--- config.mk ---
export PLATFORM = sky130hd
export DESIGN_NAME = pe_sequencer
export DESIGN_NICKNAME = d
export VERILOG_FILES = /design/src/rtl/pe_sequencer_pkg.sv /design/src/rtl/pe_sequencer.sv
export SDC_FILE = /design/constraint.sdc
export NUM_CORES = 1
export LEC_CHECK = 0
export ABC_AREA = 1
export CORE_ASPECT_RATIO = 0.75
export CORE_UTILIZATION = 52
export CTS_CLUSTER_DIAMETER = 100
export DETAILED_ROUTE_END_ITERATION = 10
export PLACE_DENSITY = 0.8
export SYNTH_ARGS = -nofsm -noshare
export SYNTH_HDL_FRONTEND = slang
export SYNTH_SLANG_ARGS = --single-unit
--- constraint.sdc ---
create_clock -name clk -period 3.15 [get_ports clk]
set_input_delay 0.315 -clock clk [delete_from_list [all_inputs] [get_ports clk]]
set_output_delay 0.315 -clock clk [all_outputs]
set_load 0.01 [all_outputs]
--- src/rtl/pe_sequencer_pkg.sv ---
`default_nettype none
// ============================================================================
// Module      : pe_sequencer_pkg
// Description : Shared PE command and sequencer state encodings, counter
//               widths and small helpers used by the PE and its sequencer.
// Revision    : 1.0 - initial release
// ============================================================================
package pe_sequencer_pkg;

  // Command word driven onto the PE command bus
  typedef enum logic [2:0] {
    PE_IDLE    = 3'd0,
    PE_LOAD    = 3'd1,
    PE_MA      = 3'd2,
    PE_MAB     = 3'd3,
    PE_MABO    = 3'd4,
    PE_BIAS    = 3'd5,
    PE_ACT     = 3'd6,
    PE_ACT_CLR = 3'd7
  } pe_cmd_e;

  // Sequencer FSM states
  typedef enum logic [2:0] {
    S_IDLE  = 3'd0,
    S_LOAD  = 3'd1,
    S_MA    = 3'd2,
    S_BIAS  = 3'd3,
    S_DRAIN = 3'd4,
    S_ACT   = 3'd5,
    S_OUT   = 3'd6
  } seq_state_e;

  localparam int unsigned C_DATA_W     = 32;
  localparam int unsigned C_WORD_CNT_W = 12;
  localparam int unsigned C_NIN_W      = 5;
  localparam int unsigned C_CYC_CNT_W  = 5;
  localparam int unsigned C_PASS_CNT_W = 8;

  // Terminal count of a fixed-length phase; a zero length collapses to one cycle
  function automatic logic [C_CYC_CNT_W-1:0] last_cycle(input int unsigned n);
    logic [C_CYC_CNT_W-1:0] v;
    v = (n == 0) ? '0 : C_CYC_CNT_W'(n - 1);
    return v;
  endfunction

endpackage : pe_sequencer_pkg
`default_nettype wire

--- src/rtl/pe_sequencer.sv ---
`default_nettype none
// ============================================================================
// Module      : pe_sequencer
// Description : Sequences a processing element through weight load, MAC
//               passes, bias, pipeline drain, activation and output phases.
//               Streaming words arrive on a valid/ready port and are forwarded
//               to the PE one cycle later together with the matching command.
// Revision    : 1.0 - initial release
// ============================================================================
module pe_sequencer
  import pe_sequencer_pkg::*;
#(
  parameter int unsigned DRAIN_CYC = 3,
  parameter int unsigned ACT_CYC   = 23
) (
  input  logic                    clk,
  input  logic                    rst,
  input  logic                    start,
  input  logic                    abort,
  input  logic [C_WORD_CNT_W-1:0] cfg_nwgt,
  input  logic [C_NIN_W-1:0]      cfg_nin,
  input  logic [C_PASS_CNT_W-1:0] cfg_npass,
  input  logic                    cfg_act,
  input  logic [C_DATA_W-1:0]     in_data,
  input  logic                    in_valid,
  output logic                    in_ready,
  output logic [2:0]              pe_state,
  output logic                    pe_oe,
  output logic [C_DATA_W-1:0]     pe_data,
  output logic                    do_act,
  output logic                    busy,
  output logic                    done
);

  localparam logic [C_CYC_CNT_W-1:0] C_DRAIN_LAST = last_cycle(DRAIN_CYC);
  localparam logic [C_CYC_CNT_W-1:0] C_ACT_LAST   = last_cycle(ACT_CYC);

  // State, counters and latched job configuration
  seq_state_e              r_state,     w_state_d;
  logic [C_WORD_CNT_W-1:0] r_word_cnt,  w_word_cnt_d;
  logic [C_CYC_CNT_W-1:0]  r_cyc_cnt,   w_cyc_cnt_d;
  logic [C_PASS_CNT_W-1:0] r_pass_cnt,  w_pass_cnt_d;
  logic [C_WORD_CNT_W-1:0] r_cfg_nwgt,  w_cfg_nwgt_d;
  logic [C_NIN_W-1:0]      r_cfg_nin,   w_cfg_nin_d;
  logic [C_PASS_CNT_W-1:0] r_cfg_npass, w_cfg_npass_d;
  logic                    r_cfg_act,   w_cfg_act_d;

  // Registered PE-facing outputs
  pe_cmd_e                 r_pe_state,  w_pe_state_d;
  logic [C_DATA_W-1:0]     r_pe_data,   w_pe_data_d;
  logic                    r_pe_oe,     w_pe_oe_d;
  logic                    r_do_act,    w_do_act_d;
  logic                    r_done,      w_done_d;

  logic                    w_in_ready;
  logic                    w_xfer;
  logic [C_WORD_CNT_W-1:0] w_word_inc;
  logic [C_WORD_CNT_W-1:0] w_nin_ext;
  logic [C_CYC_CNT_W-1:0]  w_cyc_inc;
  logic [C_CYC_CNT_W-1:0]  w_act_last;
  logic [C_PASS_CNT_W-1:0] w_pass_inc;

  // Counter increments never wrap: each counter stops at its exit condition
  assign w_word_inc = r_word_cnt + 1'b1;
  assign w_nin_ext  = {{(C_WORD_CNT_W - C_NIN_W){1'b0}}, r_cfg_nin};
  assign w_cyc_inc  = r_cyc_cnt + 1'b1;
  assign w_pass_inc = r_pass_cnt + 1'b1;
  assign w_act_last = r_cfg_act ? C_ACT_LAST : '0;
  assign w_xfer     = w_in_ready & in_valid;

  // Next-state, counter and output decode; abort overrides everything last
  always_comb begin
    w_state_d     = r_state;
    w_word_cnt_d  = r_word_cnt;
    w_cyc_cnt_d   = r_cyc_cnt;
    w_pass_cnt_d  = r_pass_cnt;
    w_cfg_nwgt_d  = r_cfg_nwgt;
    w_cfg_nin_d   = r_cfg_nin;
    w_cfg_npass_d = r_cfg_npass;
    w_cfg_act_d   = r_cfg_act;
    w_pe_state_d  = PE_IDLE;
    w_pe_data_d   = '0;
    w_pe_oe_d     = 1'b0;
    w_done_d      = 1'b0;
    w_do_act_d    = r_cfg_act;
    w_in_ready    = 1'b0;

    unique case (r_state)
      S_IDLE: begin
        w_do_act_d = 1'b0;
        if (start) begin
          w_cfg_nwgt_d  = cfg_nwgt;
          w_cfg_nin_d   = cfg_nin;
          w_cfg_npass_d = cfg_npass;
          w_cfg_act_d   = cfg_act;
          w_do_act_d    = cfg_act;
          w_word_cnt_d  = '0;
          w_cyc_cnt_d   = '0;
          w_pass_cnt_d  = '0;
          // An empty weight set skips straight to the first MAC pass
          w_state_d     = (cfg_nwgt == '0) ? S_MA : S_LOAD;
        end
      end

      S_LOAD: begin
        w_in_ready = 1'b1;
        if (w_xfer) begin
          w_pe_state_d = PE_LOAD;
          w_pe_data_d  = in_data;
          if (w_word_inc >= r_cfg_nwgt) begin
            w_word_cnt_d = '0;
            w_state_d    = S_MA;
          end else begin
            w_word_cnt_d = w_word_inc;
          end
        end
      end

      S_MA: begin
        w_in_ready = 1'b1;
        if (w_xfer) begin
          w_pe_state_d = PE_MA;
          w_pe_data_d  = in_data;
          // ">=" lets a zero input count behave as a single input
          if (w_word_inc >= w_nin_ext) begin
            w_word_cnt_d = '0;
            w_state_d    = S_BIAS;
          end else begin
            w_word_cnt_d = w_word_inc;
          end
        end
      end

      S_BIAS: begin
        w_in_ready = 1'b1;
        if (w_xfer) begin
          w_pe_state_d = PE_BIAS;
          w_pe_data_d  = in_data;
          w_cyc_cnt_d  = '0;
          w_state_d    = S_DRAIN;
        end
      end

      S_DRAIN: begin
        if (r_cyc_cnt >= C_DRAIN_LAST) begin
          w_cyc_cnt_d = '0;
          w_state_d   = S_ACT;
        end else begin
          w_cyc_cnt_d = w_cyc_inc;
        end
      end

      S_ACT: begin
        w_pe_state_d = PE_ACT;
        if (r_cyc_cnt >= w_act_last) begin
          w_cyc_cnt_d  = '0;
          w_pass_cnt_d = w_pass_inc;
          w_word_cnt_d = '0;
          w_state_d    = (w_pass_inc >= r_cfg_npass) ? S_OUT : S_MA;
        end else begin
          w_cyc_cnt_d = w_cyc_inc;
        end
      end

      S_OUT: begin
        // Output enable and done land together in the first idle cycle
        w_pe_oe_d = 1'b1;
        w_done_d  = 1'b1;
        w_state_d = S_IDLE;
      end

      default: begin
        w_do_act_d = 1'b0;
        w_state_d  = S_IDLE;
      end
    endcase

    if (abort) begin
      w_state_d     = S_IDLE;
      w_word_cnt_d  = '0;
      w_cyc_cnt_d   = '0;
      w_pass_cnt_d  = '0;
      w_cfg_nwgt_d  = '0;
      w_cfg_nin_d   = '0;
      w_cfg_npass_d = '0;
      w_cfg_act_d   = 1'b0;
      w_pe_state_d  = PE_IDLE;
      w_pe_data_d   = '0;
      w_pe_oe_d     = 1'b0;
      w_done_d      = 1'b0;
      w_do_act_d    = 1'b0;
    end
  end

  // State, counter, configuration and output registers
  always_ff @(posedge clk or negedge rst) begin
    if (!rst) begin
      r_state     <= S_IDLE;
      r_word_cnt  <= '0;
      r_cyc_cnt   <= '0;
      r_pass_cnt  <= '0;
      r_cfg_nwgt  <= '0;
      r_cfg_nin   <= '0;
      r_cfg_npass <= '0;
      r_cfg_act   <= 1'b0;
      r_pe_state  <= PE_IDLE;
      r_pe_data   <= '0;
      r_pe_oe     <= 1'b0;
      r_do_act    <= 1'b0;
      r_done      <= 1'b0;
    end else begin
      r_state     <= w_state_d;
      r_word_cnt  <= w_word_cnt_d;
      r_cyc_cnt   <= w_cyc_cnt_d;
      r_pass_cnt  <= w_pass_cnt_d;
      r_cfg_nwgt  <= w_cfg_nwgt_d;
      r_cfg_nin   <= w_cfg_nin_d;
      r_cfg_npass <= w_cfg_npass_d;
      r_cfg_act   <= w_cfg_act_d;
      r_pe_state  <= w_pe_state_d;
      r_pe_data   <= w_pe_data_d;
      r_pe_oe     <= w_pe_oe_d;
      r_do_act    <= w_do_act_d;
      r_done      <= w_done_d;
    end
  end

  assign in_ready = w_in_ready;
  assign pe_state = r_pe_state;
  assign pe_data  = r_pe_data;
  assign pe_oe    = r_pe_oe;
  assign do_act   = r_do_act;
  assign done     = r_done;
  assign busy     = (r_state != S_IDLE);

endmodule : pe_sequencer
`default_nettype wire

# Word-level counts from Yosys, hierarchy flattened
# Cells that the tools add are included.
# totals
wordCells	107
inputBits	63
output_inout_bits	40
mem_count	0
regBits	91
romBits	0
latchBits	0
ram_bits	0
# classes
multipliers	0
n_bitwise	1
n_mux	57
addsub	3
shift	0
n_div	0
n_lt_le_gt_ge	5
n_eq_ne	14
reduce_logical	15
# ops
op	count
$mux W12	10
$mux W32	3
$mux W8	6
$pmux W12 S4	1
$mux W5	9
$mux W3	12
$ne A3 B3 Y1 const B	8
$pmux W5 S4	1
$pmux W3 S6	1
$pmux W8 S2	1
$add A12 B1 Y12 const B	1
$ge A12 B12 Y1	1
$ge A12 B5 Y1	1
$logic_not A12 Y1	1
$pmux W3 S4	1
$reduce_bool A5 Y1	2
$eq A3 B3 Y1 const B	3
$mux W1	9
$add A8 B1 Y8 const B	1
$ge A8 B8 Y1	1
$reduce_and A8 Y1	1
$eq A3 B2 Y1 const B	2
$reduce_and A3 Y1	2
$reduce_bool A3 Y1	2
13 further kinds	15

# Depth between registers and ports, before layout
# depth
ltp_word	7
depth_mapped	20
mapped_depth_nobuf	20

# Worst setup path after synthesis
# No wires, ideal clock.
# synth_path
path_type	reg2reg
startpoint	register r_word_cnt[0]
endpoint	register r_state[1]
n_path_buf	0
setup_time_ns	0.117
path_slack_ns	0.641
period_less_slack_ns	2.509
arrival_ns	2.391
stages_incl_launch_ff	21
required_ns	3.033
cell_sequence	dfrtp_1 > ha_1 > nand2_1 > inv_1 > nand3_2 > clkinv_1 > nand3_1 > xor2_1 > inv_1 > ha_1 > nand2_1 > inv_1 > nand3_1 > nor2_1 > nand2_1 > nor2_1 > nor2_1 > nand3_1 > nand3_1 > nand2_1 > nand2_1
# synth_between
elab_chain_len	4
elab_cells_between_ends	6
classes_between	1 x add/sub; 2 x order compare; 2 x eq/ne; 1 x reduce/logical
# synth_rtl
element	line	source
from (decl)	pe_sequencer.sv:40	logic [C_WORD_CNT_W-1:0] r_word_cnt, w_word_cnt_d;
from (signal assigned)	pe_sequencer.sv:213	r_word_cnt <= w_word_cnt_d;
$add A12 B1 Y12 (*)	pe_sequencer.sv:64	assign w_word_inc = r_word_cnt + 1'b1;
$ge A12 B5 Y1 / $ge A12 B12 Y1 (equally long branches)	pe_sequencer.sv:125, pe_sequencer.sv:110	
$ne A3 B3 Y1 (no source line)	n/a	
$reduce_and A8 Y1 (no source line) (*)	n/a	
to (signal assigned)	pe_sequencer.sv:212	r_state <= w_state_d;
to (decl)	pe_sequencer.sv:39	seq_state_e r_state, w_state_d;
# Every way passes the cells marked *; elsewhere a longest branch is shown, timed or not.
# A chain may end at the register's enable or synchronous reset.

# Final worst setup path
# layout_path
startpoint	register r_word_cnt[0]
endpoint	register r_state[0]
# The elaborated chain is that of the path after synthesis.

==> impl_metrics.ini <==
[floorplanning]
die_x_um = 114
die_y_um = 86.2
initial_core_util_pct = 53.9
fp.coreArea_um2 = 9120
die_area_um2 = 9840
num_rows = 30
io_pins = 103

[grt]
grt_pass1_vias = 4207
overflow = 0
grt_pass1_wl_um = 20200
grt_max_degree = 60
antenna_found_initial = 0
track_usage_pct = 26.2

[worst_setup_path]
slowest_stage = dfrtp_1
slowest_delay_ns = 0.44
r2r_cells = 20
path_max_fanout = 6
worst_setup_path_end_kind = flip-flop
r2r_slack_ns = 0.25
timing.rr.end = r_state[0]$_DFFE_PN0P_
cp.required_ns = 3.39
cp.arrival_ns = 3.14
timing.rr.start = r_word_cnt[0]$_DFFE_PN0P_
critPathLaunchType = flip-flop
path_common_cell = nand2_1
criticalPathCategory = flip-flop to flip-flop
cp_cell_sequence = ha_1 -> nand2_1 -> inv_1 -> nand3_2 -> clkinv_1 -> nand3_1 -> xor2_2 -> inv_1 -> ha_1 -> nand2_1 -> inv_1 -> nand3_1 -> nor2_1 -> nand2_1 -> nor2_1 -> nor2_1 -> nand3_1 -> nand3_1 -> nand2_1 -> nand2_1

[timing]
clock.fmax_ghz = 0.345
fin_skew_ns = 0.00562
finalSetupTns_ns = 0
whs_ns = 0.0313
final_hold_viol_count = 0
setup_viol = 0
period_share_pct = 92.2
tightest_slew_ns = 0.756
finalMaxSlewViolations = 0
period_needed_ns = 2.90
max_slew_margin_pct = 49.6

[final_layout]
fin_nets = 757
area_delta_synth_final_pct = 29.3
fin_util_pct = 69.7
drive_gt1_share_pct = 9.58
fillers = 656
antennaDiodeCount = 0

[route]
first_iter_violations = 273
wire_per_inst_um = 15.3
wl_um = 12200
routed_via_density = 5.36
dr_total_vias = 4263
remaining_drc_errors = 0
antenna_left = 0
drt_first_pass_iters = 5

[cts]
clock_path_buffers = 2
cts_made_buffers = 9
cts_tree = yes
clock_sinks = 91
h-tree-depth = 3
cts_root_buf = clkbuf_16
post_cts_buffers = 0
clk-insertion-delay-late_ns = 0.35
cts.clk_slew.worst_paths_ns = 0.07

[synth]
yosysTopAreaCellShare_pct = 46.4
synthFlopType = dfrtp_1
ys_seq_elements = 91
syn_area_per_cell_um2 = 8.76
syn-num-nets = 655
synth_edf_count = 0
netlist_area_um2 = 4910
synth.top_cells.by_area = dfrtp_1 46%, ha_1 7.9%, nand2_1 7.7%
synthCells = 561
synthArstFlopShare_pct = 100
synth_top_area_cell = dfrtp_1
yosysWarnings = 0
seq_area_frac_synth_pct = 46.4
synth_cell_types = 41

[min_path]
hp-class = primary input to asynchronous set/reset pin

[pwr]
ir_drop_mv = 0.399
power.density_nw_per_um2 = 592
leakage_uw = 0.00298

[placement]
numPortBuffers = 102
dp_hpwl_um = 8890
gp_congestion = 0.910

[flow_run]
cap_viol_max_count = 0

[status]
outcome = completed
[cell usage after synthesis (3+ instances only)]
cell type	instances
buf_1	3
nor2_4	7
ha_1	31
nand3_2	4
nor3_1	5
nand2_4	3
nand2_2	6
nand4_1	8
xor2_1	7
nor2_1	34
clkbuf_1	11
nor3_2	3
inv_1	71
o21ai_0	37
nand3_1	55
a21oi_1	15
inv_2	5
nand2_1	101
o22ai_1	4
nor3b_1	32
dfrtp_1	91
nor2_2	4
[report_power, final]
group	internal (µW)	leakage, µW	total, µW	switching [µW]
combinational	488	0.00159	1310	821
clock	572	0.000139	1060	493
sequential	1300	0.00125	1390	86.6
[per-layer routing]
metal	global-route usage, %	wire (µm)	up-vias
met3	6.99	757	24
met2	42.2	5770	138
met1	35.3	5500	2057
met4	6.61	172	0
li1	-	-	2044
met5	0	0	-
[cells in the final DEF (no fill, tap or decap), types with 2 or more instances in the layout]
| master | instances |
|---|---|
| a21oi_1 | 15 |
| buf_4 | 7 |
| clkbuf_16 | 9 |
| clkdlybuf4s50_1 | 100 |
| clkinvlp_4 | 2 |
| dfrtp_1 | 91 |
| ha_1 | 31 |
| inv_1 | 71 |
| inv_2 | 5 |
| inv_8 | 2 |
| nand2_1 | 101 |
| nand2_2 | 6 |
| nand2_4 | 3 |
| nand3_1 | 55 |
| nand3_2 | 4 |
| nand4_1 | 8 |
| nand4_2 | 2 |
| nor2_1 | 34 |
| nor2_2 | 4 |
| nor2_4 | 7 |
| nor3_1 | 5 |
| nor3_2 | 3 |
| nor3b_1 | 32 |
| nor4_1 | 2 |
| o21ai_0 | 37 |
| o21bai_1 | 2 |
| o22ai_1 | 4 |
| o32ai_1 | 2 |
| xor2_1 | 6 |
[layout make-up]
cell class	instances	area, µm²	area share (%)
Clock inverter	6	55.1	0.866
Multi-Input combinational cell	376	2270	35.8
Clock buffer	10	239	3.76
Tap cell	128	160	2.52
Inverter	77	289	4.55
Sequential cell	91	2280	35.8
Timing Repair Buffer	108	1060	16.7
[registers in the layout (all words and copies together) (netlist names)]
| signal | count |
|---|---|
| do_act | 1 |
| done | 1 |
| pe_data | 32 |
| pe_state | 3 |
| r_cfg_act | 1 |
| r_cfg_nin | 5 |
| r_cfg_npass | 8 |
| r_cfg_nwgt | 12 |
| r_cyc_cnt | 5 |
| r_pass_cnt | 8 |
| r_state | 3 |
| r_word_cnt | 12 |
[what timing repair did]
action                     4_1_cts  5_1_grt
hold endpoints to repair         0        0
setup endpoints to repair        0        3
hold buffers                     0        0
gates resized for setup          0        1
[per-stage QoR]
stage | worst slack (ns) | cells | power [µW] | area [µm²]
floorplan | 0.641 | 561 | 2240 | 4910
global placement | 0.485 | 780 | 2650 | 6050
detailed placement | 0.340 | 780 | 2690 | 6050
CTS | 0.288 | 796 | 3750 | 6350
global route | -0.0326 | 796 | 3970 | 6350
finish | 0.247 | 796 | 3760 | 6350
[cells by family (layout without fill, tap and decap cells)]
logic type / count (synthesis) / count (layout) / share of synthesized area (%)
xor+xnor: 7 / 7 / 1.25
fa+ha+maj: 31 / 31 / 7.90
buf+inv: 94 / 201 / 7.49
flops: 91 / 91 / 46.4
compound gates: 67 / 67 / 7.74
simple gates: 271 / 271 / 29.3
[worst max-delay path, delay by kind of cell, from the launching register on]
family        cells  cell delay (ns)
fa+ha+maj         2             0.53
xor+xnor          1             0.23
flops             1             0.44
simple gates     13             1.22
buf+inv           4             0.36
[how the worst max path moves through the flow]
| stage | startpoint | end | cells past startpoint |
|---|---|---|---|
| after CTS | r_word_cnt[0]$_DFFE_PN0P_ | r_state[1]$_DFFE_PN0P_ | 20 |
| final | r_word_cnt[0]$_DFFE_PN0P_ | r_state[0]$_DFFE_PN0P_ | 20 |
| after floorplan | r_word_cnt[0]$_DFFE_PN0P_ | r_state[1]$_DFFE_PN0P_ | 20 |
| after detailed placement | r_word_cnt[0]$_DFFE_PN0P_ | r_state[1]$_DFFE_PN0P_ | 20 |
| after global routing | r_word_cnt[0]$_DFFE_PN0P_ | r_state[1]$_DFFE_PN0P_ | 20 |
| after global placement | r_word_cnt[0]$_DFFE_PN0P_ | r_state[1]$_DFFE_PN0P_ | 20 |
Note: power is estimated with default switching activity, not from simulation.
==> RTL change (config.mk and constraints unchanged) <==
Encoding of `seq_state_e`: now Gray code (3 bits for 7 states).
--- a/src/rtl/pe_sequencer_pkg.sv
+++ b/src/rtl/pe_sequencer_pkg.sv
@@ -22,11 +22,11 @@
   // Sequencer FSM states
   typedef enum logic [2:0] {
-    S_IDLE  = 3'd0,
-    S_LOAD  = 3'd1,
-    S_MA    = 3'd2,
-    S_BIAS  = 3'd3,
-    S_DRAIN = 3'd4,
-    S_ACT   = 3'd5,
-    S_OUT   = 3'd6
+    S_IDLE  = 3'b000,
+    S_LOAD  = 3'b001,
+    S_MA    = 3'b011,
+    S_BIAS  = 3'b010,
+    S_DRAIN = 3'b110,
+    S_ACT   = 3'b111,
+    S_OUT   = 3'b101
   } seq_state_e;
 
Behaviour: same outputs for any inputs over 10 cycles, from zero or initial values and one cycle with rst low; not proved beyond that.
==> RTL change against the original RTL <==
Utilization increased by 0.40 points; area after synthesis down 0.48%; final area is 0.16% higher; routed wire length fell by 2.3%; setup slack better by 32 ps; largest cell class unchanged; count of clock-buffer cells in the layout did not move; sequential cell count stayed put; maximum frequency grew 1.1%; combinational power shrank 13%; total power down 1.6%.
==> RTL change: results (changes against the original RTL) <==
Cells and area
  – Layout cells sized above 1: 8.31% (-1.3 points)
  – Final #Nets: 754 (-0.40%)

Setup path
  – CP max-delay cell: dfrtp_2
  – Critical path fanouts, max: 13 (+7)
  – Crit path to: r_state[1]
  – WP data arrival: 3100 ps (-40 ps)
  – R2R Setup Slk: 280 ps (+30 ps)

STA
  – Hold WS: 505 ps (+474 ps)
  – Least-Margin Pin Slew: 880 ps (+124 ps)
  – Final Cycle Share: 91.1% (-1.0 points)

Yosys
  – Complex-gate fraction of the synthesized area: 7.63% (-0.12 points)
  – Register area share after synthesis: 46.6% (+0.23 points)
  – Most used DFF post-synth: dfrtp_1
  – Synth top cells by count: 95 x nand2_1, 92 x inv_1, 91 x dfrtp_1
  – Adder-cell share of the synthesized area: 8.70% (+0.81 points)
  – Gate Count Post-Synth: 557 (-0.71%)
  – Post-Syn Nets: 654 (-0.15%)
  – Ranking of synthesized cells by area: dfrtp_1 47%, ha_1 8.7%, nand2_1 7.3%

Global routing
  – Total GRT Usage: 25.5% (-0.68 points)
  – Largest net degree at the start of global routing: 49 (-18%)
  – Vias in the first global route: 3993 (-5.1%)

Place
  – Global placer's final weighted congestion: 0.912 (+0.12%)
  – Area after DPL: 0.00602 mm2 (-0.58%)
  – Detailed placement HPWL: 8.61 mm (-3.2%)
  – Post-placement setup slack: 267 ps (-72.9 ps)

Power
  – Total power: 3.70 mW (-1.6%)
  – NetSw: 1.24 mW (-12%)
  – Leak Pwr: 3.09 nW (+3.7%)

Routing
  – Vias after detailed routing: 4102 (-3.8%)
  – Via/cell ratio: 5.19 (-3.0%)
  – WL/cell: 15.1 um (-1.6%)
  – 1st-iter DRT viols: 269 (-1.5%)

Status
  – Status: finished clean
==> RTL change: cell type report <==
| class | instances | area (um2) |
|---|---|---|
| fillers | 696 | 2720 |
| flip-flops and latches | 91 | 2280 |
| multi-input cells | 347 | 2130 |
| repair buffers | 109 | 1090 |
| inverters | 99 | 372 |
| clock buffers | 10 | 239 |
| well taps | 128 | 160 |
| clock inverters | 6 | 96.3 |
==> RTL change: critical path: cells and delay by family, from the launching register on <==
kind	cells	cell delay, ps
xor+xnor	1	190
fa+ha+maj	2	550
buf+inv	1	90
flops	1	450
simple gates	14	1460
==> RTL change: what timing repair did <==
item / 4_1_cts / 5_1_grt
gates resized for setup: 0 / 1
setup endpoints to repair: 0 / 2
hold endpoints to repair: 29 / 0
hold buffers: 1 / 0
==> RTL change: routing by layer <==
layer  vias up  routed length, um  track usage (%)
li1       2020                  -                -
met1      1947               5590             35.4
met2       119               5690             40.7
met3        16                477             4.88
met4         0                160             7.79
met5         -                  0                0
